File: src/rtl/mul_mod2nm1_seq.sv
// Sequential multiplier P = A*B mod (2^width - 1), single-zero result, one B bit per cycle (MSB first).
// Latency: OutValid rises width+1 edges after acceptance (1 edge with MULMOD_EARLY_EXIT_EN on trivial operands).
// Backpressure: InReady only in IDLE; DONE holds OutValid/P stable until OutReady.
// Ports: CLK, RST (async, active-high), bus (mul_mod2nm1_seq_if.slave).
// Optional build macro: MULMOD_EARLY_EXIT_EN skips the bit-serial loop when A or B is a zero encoding.

package lau_pkg;
    typedef enum logic {FAST, SMALL} speed_t;
endpackage

// Combinational end-around-carry adder mod (2^width - 1), result never all-ones.
// FAST precomputes a+b and a+b+1 and selects; SMALL feeds the carry back in series.
module AddMod2Nm1s0 #(
    parameter int              width = 8,
    parameter lau_pkg::speed_t speed = lau_pkg::FAST
) (
    input  logic [width-1:0] A,
    input  logic [width-1:0] B,
    output logic [width-1:0] S
);
    logic [width:0]   s0;
    logic [width-1:0] raw;

    assign s0 = {1'b0, A} + {1'b0, B};

    generate
        if (speed == lau_pkg::FAST) begin : g_fast
            logic [width:0] s1;
            assign s1  = s0 + (width+1)'(1);
            // a+b >= 2^width-1 exactly when a+b+1 carries out
            assign raw = s1[width] ? s1[width-1:0] : s0[width-1:0];
        end else begin : g_small
            assign raw = s0[width-1:0] + {{(width-1){1'b0}}, s0[width]};
        end
    endgenerate

    // fold the all-ones encoding of zero onto 0
    assign S = (&raw) ? '0 : raw;
endmodule

module mul_mod2nm1_seq #(
    parameter int              width = 8,
    parameter lau_pkg::speed_t speed = lau_pkg::FAST
) (
    input  logic                  CLK,
    input  logic                  RST,
    mul_mod2nm1_seq_if.slave      bus
);
    localparam int CW = (width > 2) ? $clog2(width) : 1;

    typedef enum logic [1:0] {IDLE, BUSY, DONE} state_t;

    state_t           state_q, state_d;
    logic [width-1:0] acc, a_reg, b_reg;
    logic [CW-1:0]    cnt;
    logic [width-1:0] rot, addend, sum;
    logic             accept;
    logic             skip;

    assign accept = (state_q == IDLE) && bus.InValid;

`ifdef MULMOD_EARLY_EXIT_EN
    // a zero (0 or all-ones) operand makes the product 0 without iterating
    assign skip = (bus.A == '0) || (&bus.A) || (bus.B == '0) || (&bus.B);
`else
    assign skip = 1'b0;
`endif

    // acc is never all-ones, so the rotate (x2 mod 2^width-1) never is either
    assign rot    = {acc[width-2:0], acc[width-1]};
    assign addend = b_reg[cnt] ? a_reg : '0;

    AddMod2Nm1s0 #(
        .width (width),
        .speed (speed)
    ) u_add (
        .A (rot),
        .B (addend),
        .S (sum)
    );

    always_ff @(posedge CLK or posedge RST) begin
        if (RST) begin
            state_q <= IDLE;
        end else begin
            state_q <= state_d;
        end
    end

    always_comb begin
        state_d = state_q;
        case (state_q)
            IDLE: if (bus.InValid) state_d = skip ? DONE : BUSY;
            BUSY: if (cnt == '0) state_d = DONE;
            DONE: if (bus.OutReady) state_d = IDLE;
            default: state_d = IDLE;
        endcase
    end

    always_ff @(posedge CLK or posedge RST) begin
        if (RST) begin
            acc   <= '0;
            a_reg <= '0;
            b_reg <= '0;
            cnt   <= '0;
        end else if (accept) begin
            a_reg <= bus.A;
            b_reg <= bus.B;
            acc   <= '0;
            cnt   <= CW'(width - 1);
        end else if (state_q == BUSY) begin
            acc <= sum;
            cnt <= cnt - 1'b1;
        end
    end

    assign bus.InReady  = (state_q == IDLE);
    assign bus.OutValid = (state_q == DONE);
    assign bus.Busy     = (state_q != IDLE);
    assign bus.P        = acc;
endmodule
File: src/rtl/mul_mod2nm1_seq_if.sv
// Handshake bundle for the sequential mod (2^width - 1) multiplier.
// Ports: InValid/InReady/A/B carry the operand pair in; OutValid/OutReady/P
// carry the product out; Busy reports that a product is in flight or held.
interface mul_mod2nm1_seq_if #(
    parameter int width = 8
);
    logic             InValid;
    logic             InReady;
    logic [width-1:0] A;
    logic [width-1:0] B;
    logic             OutValid;
    logic             OutReady;
    logic [width-1:0] P;
    logic             Busy;

    // master: the operand producer / result consumer side
    modport master (
        output InValid, A, B, OutReady,
        input  InReady, OutValid, P, Busy
    );

    // slave: the multiplier itself
    modport slave (
        input  InValid, A, B, OutReady,
        output InReady, OutValid, P, Busy
    );
endinterface

File: src/flat_wrapper.sv
// flat-port wrapper written by rule: the top's interface ports become plain ports
module mul_mod2nm1_seq_flat 
#(
    parameter int              width = 8,
    parameter lau_pkg::speed_t speed = lau_pkg::FAST
)
  (CLK, RST, bus_InValid, bus_A, bus_B, bus_OutReady, bus_InReady, bus_OutValid, bus_P, bus_Busy);
  mul_mod2nm1_seq_if #(.width(width)) bus_i ();
  input  logic CLK;
  input  logic RST;
  input wire logic [$bits(bus_i.InValid)-1:0] bus_InValid;
  input wire logic [$bits(bus_i.A)-1:0] bus_A;
  input wire logic [$bits(bus_i.B)-1:0] bus_B;
  input wire logic [$bits(bus_i.OutReady)-1:0] bus_OutReady;
  output wire logic [$bits(bus_i.InReady)-1:0] bus_InReady;
  output wire logic [$bits(bus_i.OutValid)-1:0] bus_OutValid;
  output wire logic [$bits(bus_i.P)-1:0] bus_P;
  output wire logic [$bits(bus_i.Busy)-1:0] bus_Busy;
  assign bus_i.InValid = bus_InValid;
  assign bus_i.A = bus_A;
  assign bus_i.B = bus_B;
  assign bus_i.OutReady = bus_OutReady;
  assign bus_InReady = bus_i.InReady;
  assign bus_OutValid = bus_i.OutValid;
  assign bus_P = bus_i.P;
  assign bus_Busy = bus_i.Busy;
  mul_mod2nm1_seq #(.width(width), .speed(speed)) u_core (.CLK(CLK), .RST(RST), .bus(bus_i));
endmodule
File: config.mk
export PLATFORM = sky130hd
export DESIGN_NAME = mul_mod2nm1_seq_flat
export DESIGN_NICKNAME = d
export VERILOG_FILES = /design/src/rtl/mul_mod2nm1_seq.sv /design/src/rtl/mul_mod2nm1_seq_if.sv /design/src/flat_wrapper.sv
export SDC_FILE = /design/constraint.sdc
export NUM_CORES = 1
export LEC_CHECK = 0
export BUFFER_PORTS_ARGS = -buffer_cell sky130_fd_sc_hd__buf_2
export CAP_MARGIN = 20
export CORE_UTILIZATION = 39
export CTS_CLUSTER_SIZE = 12
export DETAILED_ROUTE_END_ITERATION = 8
export SLEW_MARGIN = 20
export SYNTH_ARGS = -nofsm -noshare
export SYNTH_HDL_FRONTEND = slang
export SYNTH_HIERARCHICAL = 1
export SYNTH_SLANG_ARGS = --single-unit
File: constraint.sdc
create_clock -name CLK -period 6.15 [get_ports CLK]
set_clock_uncertainty 0.1 [all_clocks]
set_input_delay 0.615 -clock CLK [delete_from_list [all_inputs] [get_ports CLK]]
set_output_delay 0.615 -clock CLK [all_outputs]
set_load 0.05 [all_outputs]
==> summary.md <==
| Metric | Value |
|---|---|
| Hold Violations, Final | 0 |
| Initial core utilization | between 40% and 50% |
| Clock Latency Late Sink | 0.28 ns |
| Drt total wl | ~4700 um |
| Most numerous cell in the Yosys netlist | nand2_1 |
| Largest net degree at the start of global routing | 30 |
| CTS Buffer Depth | 2 |
| Commonest cells in the synthesized netlist | 32 x nand2_1, 29 x dfrtp_1, 18 x a21oi_1, 16 x o21ai_0, 14 x inv_1 |
| Crit-path max cell delay | about 0.6 ns |
| Hold slack | 0.309 ns |
| CTS Hold Buffers Added | 0 |
| Post-layout nets | around 290 |
| Largest area contributor in the netlist | dfrtp_1 |
| Fmax | approximately 200 MHz |
| Root Buffer | clkbuf_8 |
| Mux cell area share after synthesis | between 10 and 15% |
| Yosys reg bits | 29 |
| Crit path cell chain | mux2_2, o22ai_4, nor3_1, ha_1, fa_1, ha_1, nand2b_1, or4b_1, a211o_1, or3_1, a21oi_1, o31ai_1, nor4_4, a21oi_1, nand2_1, o21ai_0 |
| # placed instances | approximately 320 |
| All-Layer GR Usage | between 10% and 20% |
| Post-synthesis simple-gate area fraction | 20.1% |
| GPL Wtd Cong | ~0.92 |
| Maximum net fanout on the critical path | 9 |
| Layout Area Growth over Synthesis | 13.0% |
| Die outline area | 0.00582 mm^2 |
| Die height | around 76 um |
| Drt via density | 5.26 |
| Chip width | 76.3 um |
| Core Area | roughly 0.0052 mm^2 |
| Yosys Warn Count | 6 |
| Max-slew headroom | around 56% |
| I/O pin count | 31 |
| Initial antenna violation count | 0 |
| Main combinational cell family by area after synthesis | simple AND/OR/NAND/NOR gates |
| Post-DRT Antenna Nets | 0 |
| Critical path class | reg -> reg |
| CTS tree | done |
| FFs w/ async S/R, synth | 100% |
| # rows | 26 |
| Clock Pin Slew Worst Setup and Hold Paths | roughly 0.070 ns |
| Pin slew with the least headroom to its limit | between 0.6 and 0.7 ns |
| Crit path required time | roughly 6.2 ns |
| Antenna diode count | 0 |
| Fin crit period | approximately 4.9 ns |
| Setup WS post-layout | between 1 and 1.5 ns |
| Cell Area, Synth | ~0.0022 mm^2 |
| Outcome | finished, final reports clean |
| Setup violators final | 0 |
| EDFF count, synth | 0 |
| Worst setup SP type | flip-flop |
| Compound-cell area share of the yosys netlist | between 10% and 20% |
| RSZ-0062 raised after global routing | no |
| Htree depth | 2 |
| Vias in the first global route | approximately 1.8k |
| First-pass GRT wire length | approximately 8200 um |
| Pre-CTS WS | around 1.3 ns |
| Slowest cell on crit path | fa_1 |
| Post-CTS Setup Inserts | 0 |
| Layout cells sized above 1 | 25.3% |
| Pins Over Slew Limit | 0 |
| Via count | roughly 1.7k |
| Setup_tns | 0 ns |
| Post-Synthesis Cells | 230 |
| XOR/XNOR share of the synthesized area | roughly 4.4% |
| Post-synthesis area per instance | 9.35 um^2 |
| Dpl hpwl | around 3600 um |
| Mapped Nets | 262 |
| Inserted Clock Buffers | 5 |
| Per-cell routed wire length | about 14 um |
| Top-area cell type share of the netlist area | ~34% |
| Drt first pass iters | 4 |
| R2R Setup Slk | between 1 and 1.5 ns |
| Port Buffer Count | 30 |
| Post-route insts no fill | approximately 330 |
| Clock sinks | 29 |
| Synth unique cells | 53 |
| Initial DRC count | 67 |
| Crit path DAT | slightly below 5 ns |
| Main synth FF type | dfrtp_1 |
| Critical Path Sink Type | flip-flop |
| Sequential share of the synthesized area | 33.7% |
| Adder-Cell Fraction of Synth Area | under 10% |
| Final period util | roughly 80% |
| Residual DRC count | 0 |
| Most area-consuming cells after synthesis | dfrtp_1 34%, mux2_4 8.4%, ha_1 6.4% |
| GR Overflow Total | 0 |
| MaxCap Viol Count | 0 |
| Hold Crit Class | in -> async |
| Quantity of gates resized following cts | 0 |
-- worst paths after layout --
kind                                       from         endpoint  cells past startpoint
worst max-delay path              u_core/cnt[0]  u_core/bus.P[4]                     16
worst max register to register    u_core/cnt[0]  u_core/bus.P[4]                     16
worst min-delay path                        RST  u_core/a_reg[7]                      2
min in group CLK                u_core/b_reg[7]  u_core/b_reg[7]                      1
worst min register to register  u_core/b_reg[7]  u_core/b_reg[7]                      1
max in group asynchronous                   RST  u_core/b_reg[5]                      2
-- metal layers --
layer | global-route usage [%] | part of all wire, % | vias up
met5 | 0 | 0 | -
met4 | 5.58 | 0.34 | 0
met3 | 3.71 | 3.3 | 2
met2 | 29.3 | 49 | 37
met1 | 23.1 | 48 | 825
li1 | - | - | 877
-- cell type report --
class | count | area, um^2
timing repair buffer | 30 | 150
tap | 70 | 87.6
clock inverter | 1 | 5.00
clock buffer | 7 | 96.3
multi-input combinational | 180 | 1310
sequential | 29 | 726
inverter | 14 | 52.6
fill | 521 | 2770
-- worst max-delay path: cells and delay by family (launching register included) --
family | cells | cell delay, ns
simple gates | 6 | 1.58
compound gates | 6 | 1.17
fa+ha+maj | 3 | 1.08
flops | 1 | 0.47
mux | 1 | 0.39
-- per-stage QoR --
step	util (%)	area [um^2]
floorplan	-	2150
global placement	44.8	2330
detailed placement	44.8	2330
CTS	46.7	2430
global route	46.7	2430
finish	46.7	2430
-- cells in the final DEF, fill, tap and decap left out, drive strengths merged, types with 4 or more instances in the layout --
cell type  instances
a21oi             18
mux2              18
nand3              6
nor2              10
nor3              11
xor2               5
clkbuf             7
buf               30
xnor2              5
and3               4
ha                11
nand2             32
o21ai             16
inv               14
dfrtp             29
-- kinds of logic (layout without fill, tap and decap cells) --
group / after synthesis / in the layout
adders and majority gates: 12 / 12
and+or+nand+nor: 83 / 83
buffers and inverters: 21 / 52
DFF: 29 / 29
xor gates and xnor gates: 10 / 10
muxes: 21 / 21
AOI/OAI and AO/OA: 54 / 54
Power is left out: the tool's default activity adds up to more than one toggle a clock period on the data nets, which glitch-free logic cannot reach.
